===== src/rtl/bcd_alu_pkg.sv =====
// Shared constants and FSM encoding for the sequential packed-BCD ALU.
package bcd_alu_pkg;

  localparam logic [3:0] OP_ADD = 4'b1100;
  localparam logic [3:0] OP_SUB = 4'b1101;
  localparam logic [3:0] OP_MUL = 4'b1110;
  localparam logic [3:0] OP_DIV = 4'b1111;

  // Cycles spent per operand digit during multiply/divide iteration.
  localparam int unsigned ITER_CYCLES = 10;

  typedef enum logic [1:0] {
    S_IDLE = 2'd0,
    S_EXEC = 2'd1,
    S_ITER = 2'd2,
    S_DONE = 2'd3
  } state_t;

endpackage


===== src/rtl/bcd_addsub.sv =====
// Combinational N-digit BCD adder/subtractor; sub adds the 9's complement of b.
module bcd_addsub #(
  parameter int unsigned DIGITS = 4
) (
  input  logic [4*DIGITS-1:0] a,
  input  logic [4*DIGITS-1:0] b,
  input  logic                sub,
  input  logic                cin,
  output logic [4*DIGITS-1:0] sum_c,
  output logic                cout_c
);

  // Ripple digit by digit, adding 6 whenever a digit sum exceeds 9.
  always_comb begin
    logic       c;
    logic [3:0] bd;
    logic [4:0] t;
    c     = cin;
    bd    = '0;
    t     = '0;
    sum_c = '0;
    for (int i = 0; i < int'(DIGITS); i++) begin
      bd = sub ? 4'(4'd9 - b[4*i +: 4]) : b[4*i +: 4];
      t  = 5'(a[4*i +: 4]) + 5'(bd) + 5'(c);
      if (t > 5'd9) begin
        t = 5'(t + 5'd6);
        c = 1'b1;
      end else begin
        c = 1'b0;
      end
      sum_c[4*i +: 4] = t[3:0];
    end
    cout_c = c;
  end

endmodule


===== src/rtl/bcd_alu_seq.sv =====
// Multi-cycle packed-BCD ALU: add/sub in one cycle, mul/div by digit-serial iteration.
module bcd_alu_seq
  import bcd_alu_pkg::*;
#(
  parameter int unsigned DIGITS = 4
) (
  input  logic                clk,
  input  logic                rst,
  input  logic                start,
  input  logic [3:0]          op,
  input  logic [4*DIGITS-1:0] num1,
  input  logic [4*DIGITS-1:0] num2,
  output logic                busy,
  output logic                done,
  output logic [4*DIGITS-1:0] res,
  output logic [4*DIGITS-1:0] rem,
  output logic                ovf,
  output logic                neg,
  output logic                err
);

  localparam int unsigned W  = 4 * DIGITS;
  localparam int unsigned DW = (DIGITS > 1) ? $clog2(DIGITS) : 1;

  state_t          state;
  logic [W-1:0]    a_q, b_q;
  logic [3:0]      op_q;
  logic [2*W-1:0]  acc, acc_nx;
  logic [W+3:0]    rr, rr_nx;
  logic [W-1:0]    quo, quo_nx;
  logic [DW-1:0]   dig;
  logic [3:0]      cnt;

  logic [W-1:0]    main_sum, recomp_sum;
  logic            main_cout, recomp_cout;
  logic [2*W-1:0]  mul_sum;
  logic            mul_cout;
  logic [W+3:0]    div_sum;
  logic            div_cout;
  logic            bad_nibble, bad_op, div_zero, last;
  logic [3:0]      a_digit, b_digit;
  logic            unused_couts;

  // Add, or subtract via 9's complement plus carry-in.
  bcd_addsub #(.DIGITS(DIGITS)) u_main (
    .a(a_q), .b(b_q), .sub(op_q == OP_SUB), .cin(op_q == OP_SUB),
    .sum_c(main_sum), .cout_c(main_cout)
  );

  // Re-complement (0 - diff) for a negative subtraction result.
  bcd_addsub #(.DIGITS(DIGITS)) u_recomp (
    .a('0), .b(main_sum), .sub(1'b1), .cin(1'b1),
    .sum_c(recomp_sum), .cout_c(recomp_cout)
  );

  // Multiply accumulate: acc + A over the double-width accumulator.
  bcd_addsub #(.DIGITS(2*DIGITS)) u_mul (
    .a(acc), .b({W'(0), a_q}), .sub(1'b0), .cin(1'b0),
    .sum_c(mul_sum), .cout_c(mul_cout)
  );

  // Divide trial subtract R - B; carry-out set means R >= B.
  bcd_addsub #(.DIGITS(DIGITS+1)) u_div (
    .a(rr), .b({4'h0, b_q}), .sub(1'b1), .cin(1'b1),
    .sum_c(div_sum), .cout_c(div_cout)
  );

  assign unused_couts = recomp_cout ^ mul_cout;

  // Operand validation and per-digit selection for iteration.
  always_comb begin
    bad_nibble = 1'b0;
    for (int i = 0; i < int'(DIGITS); i++) begin
      if (a_q[4*i +: 4] > 4'd9 || b_q[4*i +: 4] > 4'd9) bad_nibble = 1'b1;
    end
    bad_op   = (op_q[3:2] != 2'b11);
    div_zero = (op_q == OP_DIV) && (b_q == '0);
    a_digit  = a_q[int'(dig)*4 +: 4];
    b_digit  = b_q[int'(dig)*4 +: 4];
    last     = (cnt == 4'(ITER_CYCLES - 1)) && (dig == '0);
  end

  // Next accumulator / remainder / quotient for the current iteration cycle.
  always_comb begin
    acc_nx = acc;
    rr_nx  = rr;
    quo_nx = quo;
    if (op_q == OP_MUL) begin
      if (cnt == 4'd0)          acc_nx = {acc[2*W-5:0], 4'h0};
      else if (cnt <= b_digit)  acc_nx = mul_sum;
    end else begin
      if (cnt == 4'd0) begin
        rr_nx = {rr[W-1:0], a_digit};
      end else if (div_cout) begin
        rr_nx = div_sum;
        quo_nx[int'(dig)*4 +: 4] = 4'(quo[int'(dig)*4 +: 4] + 4'd1);
      end
    end
  end

  // Control FSM with registered outputs.
  always_ff @(posedge clk) begin
    if (rst) begin
      state <= S_IDLE;
      a_q <= '0; b_q <= '0; op_q <= '0;
      acc <= '0; rr <= '0; quo <= '0; dig <= '0; cnt <= '0;
      busy <= 1'b0; done <= 1'b0; res <= '0; rem <= '0;
      ovf <= 1'b0; neg <= 1'b0; err <= 1'b0;
    end else begin
      done <= 1'b0;
      case (state)
        S_IDLE: begin
          if (start) begin
            a_q   <= num1;
            b_q   <= num2;
            op_q  <= op;
            busy  <= 1'b1;
            state <= S_EXEC;
          end
        end
        S_EXEC: begin
          acc <= '0; rr <= '0; quo <= '0; cnt <= '0;
          dig <= DW'(DIGITS - 1);
          if (bad_nibble || bad_op || div_zero) begin
            res <= '0; rem <= '0; ovf <= 1'b0; neg <= 1'b0; err <= 1'b1;
            done <= 1'b1; busy <= 1'b0; state <= S_DONE;
          end else if (op_q == OP_ADD) begin
            res <= main_sum; rem <= '0; ovf <= main_cout; neg <= 1'b0; err <= 1'b0;
            done <= 1'b1; busy <= 1'b0; state <= S_DONE;
          end else if (op_q == OP_SUB) begin
            res <= main_cout ? main_sum : recomp_sum;
            rem <= '0; ovf <= 1'b0; neg <= ~main_cout; err <= 1'b0;
            done <= 1'b1; busy <= 1'b0; state <= S_DONE;
          end else begin
            state <= S_ITER;
          end
        end
        S_ITER: begin
          acc <= acc_nx;
          rr  <= rr_nx;
          quo <= quo_nx;
          if (cnt == 4'(ITER_CYCLES - 1)) begin
            cnt <= '0;
            dig <= dig - 1'b1;
          end else begin
            cnt <= cnt + 4'd1;
          end
          if (last) begin
            if (op_q == OP_MUL) begin
              res <= acc_nx[W-1:0]; rem <= '0; ovf <= |acc_nx[2*W-1:W];
            end else begin
              res <= quo_nx; rem <= rr_nx[W-1:0]; ovf <= 1'b0;
            end
            neg <= 1'b0; err <= 1'b0;
            done <= 1'b1; busy <= 1'b0; state <= S_DONE;
          end
        end
        S_DONE:  state <= S_IDLE;
        default: state <= S_IDLE;
      endcase
    end
  end

endmodule


===== config.mk =====
export PLATFORM = sky130hd
export DESIGN_NAME = bcd_alu_seq
export DESIGN_NICKNAME = d
export VERILOG_FILES = /design/src/rtl/bcd_alu_pkg.sv /design/src/rtl/bcd_addsub.sv /design/src/rtl/bcd_alu_seq.sv
export SDC_FILE = /design/constraint.sdc
export NUM_CORES = 1
export LEC_CHECK = 0
export ABC_AREA = 1
export CORE_AREA = 3 3 241 125
export DETAILED_ROUTE_END_ITERATION = 6
export DIE_AREA = 0 0 244 128
export GPL_TIMING_DRIVEN = 0
export MAX_ROUTING_LAYER = met4
export PLACE_DENSITY = 0.75
export SLEW_MARGIN = 20
export SYNTH_ARGS = -nofsm -noshare
export SYNTH_HDL_FRONTEND = slang
export SYNTH_SLANG_ARGS = --single-unit

===== constraint.sdc =====
create_clock -name clk -period 13.5 [get_ports clk]
set_input_delay 3.375 -clock clk [delete_from_list [all_inputs] [get_ports clk]]
set_output_delay 3.375 -clock clk [all_outputs]
set_load 0.01 [all_outputs]

==> flow_summary.json <==
{
  "synthCells": 1870,
  "tritoncts": "yes",
  "fp.dieArea_sq_mm": 0.0312,
  "cp_slowest_cell": "fa_1",
  "ioPinCount": 76,
  "setup_violations": 0,
  "yosysTopAreaCell": "dfxtp_1",
  "vias": 13693,
  "final_common_cell": "nand2_1",
  "clk_latency_ps": 460,
  "synth.mux.area_fraction_pct": 0.0795,
  "clk_pin_slew_ps": 60,
  "clock-skew-final_ps": 14.3,
  "fin_setup_tns_ps": 0,
  "layout-area-overhead-vs-synth_pct": 15.1,
  "drc": 4,
  "cp-start-kind": "flop",
  "yosysWarnings": 0,
  "cts_buffer_depth": 2,
  "grt_pass1_vias": 12644,
  "nets": 2142,
  "ys_ff_latch": 149,
  "grt_max_degree": 17,
  "cts_buffers": 17,
  "routabilityCongestion": 1.05,
  "syn_nets": 2048,
  "seq_area_frac_synth_pct": 23.7,
  "tightest_slew_ps": 889,
  "post-route-util_pct": 52.2,
  "yosys.area_share.adder_pct": 15.1,
  "syn_area_sq_mm": 0.0126,
  "period_needed_ps": 11460,
  "coreArea_sq_mm": 0.0278,
  "core.rowCount": 43,
  "initial_utilization_pct": 45.4,
  "antenna_found_initial": 1,
  "status": "finished, violations left",
  "drive_above_1_share_pct": 6.37,
  "syn_area_per_cell_sq_um": 6.73,
  "cap_viol_max_count": 0,
  "dr.pass1.iters": 7,
  "synth_top_family_by_area": "compound AO/OA/AOI/OAI gates",
  "critPathArrivalTime_ps": 11790,
  "viasPerCell": 5.80,
  "holdBufCountCts": 0,
  "drt_wl_total_um": 45900,
  "critical_path_required_ps": 13830,
  "die_w_um": 244,
  "grt_use_total_pct": 29.9,
  "drtIter0Drc": 1839,
  "antenna_cells": 0,
  "grt_pass1_wl_um": 70600,
  "die_h_um": 128,
  "fmax_ghz": 0.0873,
  "slew_headroom_pct": 40.7,
  "synthTopCellsByArea": "dfxtp_1 (24%), ha_1 (12%), nand2_1 (9.7%)",
  "hp-class": "flop to flop",
  "overflow": 0,
  "synth_compound_area_share_pct": 25.2,
  "place_hpwl_um": 35600,
  "cpMostUsedCell": "nand2_1",
  "portBuffers": 75,
  "synth_edf_count": 0,
  "setup_ws_ps": 2040,
  "slowest_delay_ps": 660,
  "fillerInstances": 2796,
  "synthArstFlopShare_pct": 0,
  "wire_per_inst_um": 19.5,
  "yosys.area_share.simple_pct": 22.0,
  "synth_xor_area_share_pct": 3.95,
  "yosysTopAreaCellShare_pct": 23.7,
  "preCtsSetupSlack_ps": 2310,
  "most-common-layout-cells": "nand2_1 (325), a21oi_1 (220), inv_1 (217)",
  "synth-main-ff-cell": "dfxtp_1",
  "drv_slew": 0,
  "cp_max_fo": 5,
  "h-tree-depth": 4,
  "antenna_left": 0,
  "critPathCaptureType": "flop",
  "root_buffer": "clkbuf_16",
  "violations": "DRC",
  "rsz0062_at_grt": "false",
  "cts_resized": 0,
  "holdWs_ps": 465,
  "hold_violations": 0,
  "postCtsSetupBuffers": 0,
  "criticalPathCategory": "flop to flop",
  "cts.sinks": 149,
  "ys_types": 59,
  "period_share_pct": 84.9
}
synthesized netlist by cell type, types with 2 or more instances:
| cell | instances |
|---|---|
| o21bai_1 | 2 |
| a21oi_1 | 220 |
| buf_6 | 4 |
| dfxtp_1 | 149 |
| nand4_1 | 14 |
| a22o_1 | 2 |
| nand2_2 | 23 |
| a2bb2oi_1 | 2 |
| nand2_4 | 2 |
| nand3_2 | 9 |
| nor3_1 | 11 |
| o22ai_1 | 24 |
| xnor2_1 | 21 |
| a32oi_1 | 5 |
| xor2_1 | 34 |
| clkinv_1 | 3 |
| o221ai_1 | 2 |
| nor2_1 | 142 |
| a211oi_1 | 8 |
| inv_2 | 16 |
| or2_2 | 2 |
| buf_2 | 15 |
| o21ai_0 | 210 |
| nand2_1 | 325 |
| a22oi_1 | 18 |
| nor2_2 | 5 |
| nand3_1 | 94 |
| buf_4 | 4 |
| o21a_1 | 3 |
| nand3b_1 | 2 |
| a21o_1 | 3 |
| nor4_1 | 2 |
| a31oi_1 | 10 |
| fa_1 | 21 |
| clkbuf_1 | 52 |
| o21ai_2 | 3 |
| buf_1 | 3 |
| o211ai_1 | 37 |
| nor2_4 | 2 |
| ha_1 | 118 |
| inv_1 | 217 |
| o21ai_1 | 14 |
routing by layer:
layer,global-route usage (%),vias up,part of all wire (%)
met5,-,-,0
met4,9.00,0,2.5
met3,7.88,106,12
met2,44.4,757,42
met1,40.0,6332,44
li1,-,6498,-
critical path, delay by kind of cell, from the launching register on:
family,cells,cell delay (ps)
AO/OA/AOI/OAI,4,650
flip-flops,1,470
adder cells (fa/ha/maj),17,4500
XOR/XNOR,7,1580
buffers and inverters,12,1180
AND/OR/NAND/NOR,31,2980
area by class of cell:
type | instances | area [sq um] | share of cell area [%]
repair buffers | 75 | 751 | 5.18
clock inverters | 12 | 226 | 1.56
clock buffers | 20 | 447 | 3.08
plain buffers | 78 | 357 | 2.46
flip-flops and latches | 149 | 2980 | 20.6
well taps | 382 | 478 | 3.30
inverters | 238 | 900 | 6.21
multi-input cells | 1405 | 8350 | 57.6
state kept, by name, indices dropped and copies added, names as in the netlist:
register and flops:
acc 32, rr 20, a_q 16, b_q 16, quo 16, rem 16
res 16, cnt 4, op_q 4, dig 2, state 2, busy 1
done 1, err 1, neg 1, ovf 1
stage by stage:
step	cell area (sq um)	instances
floorplan	12600	1870
global placement	13800	2327
detailed placement	13800	2327
CTS	14500	2359
global route	14500	2359
finish	14500	2359
kinds of logic after synthesis:
| group | after synthesis |
|---|---|
| xor gates and xnor gates | 56 |
| buffers and inverters | 316 |
| and+or+nand+nor | 639 |
| muxes | 1 |
| AOI/OAI and AO/OA | 570 |
| adders and majority gates | 139 |
| DFF | 149 |
worst paths after layout:
path,start,to,slack (ps),cells after the start
hold / removal,rem[1],rem[1],470,2
hold reg to reg,rem[1],rem[1],470,2
setup / recovery,a_q[1],ovf,2040,71
setup reg to reg,a_q[1],ovf,2040,71
Power is left out: the tool's default activity adds up to more than one toggle a clock period on the data nets, which glitch-free logic cannot reach.
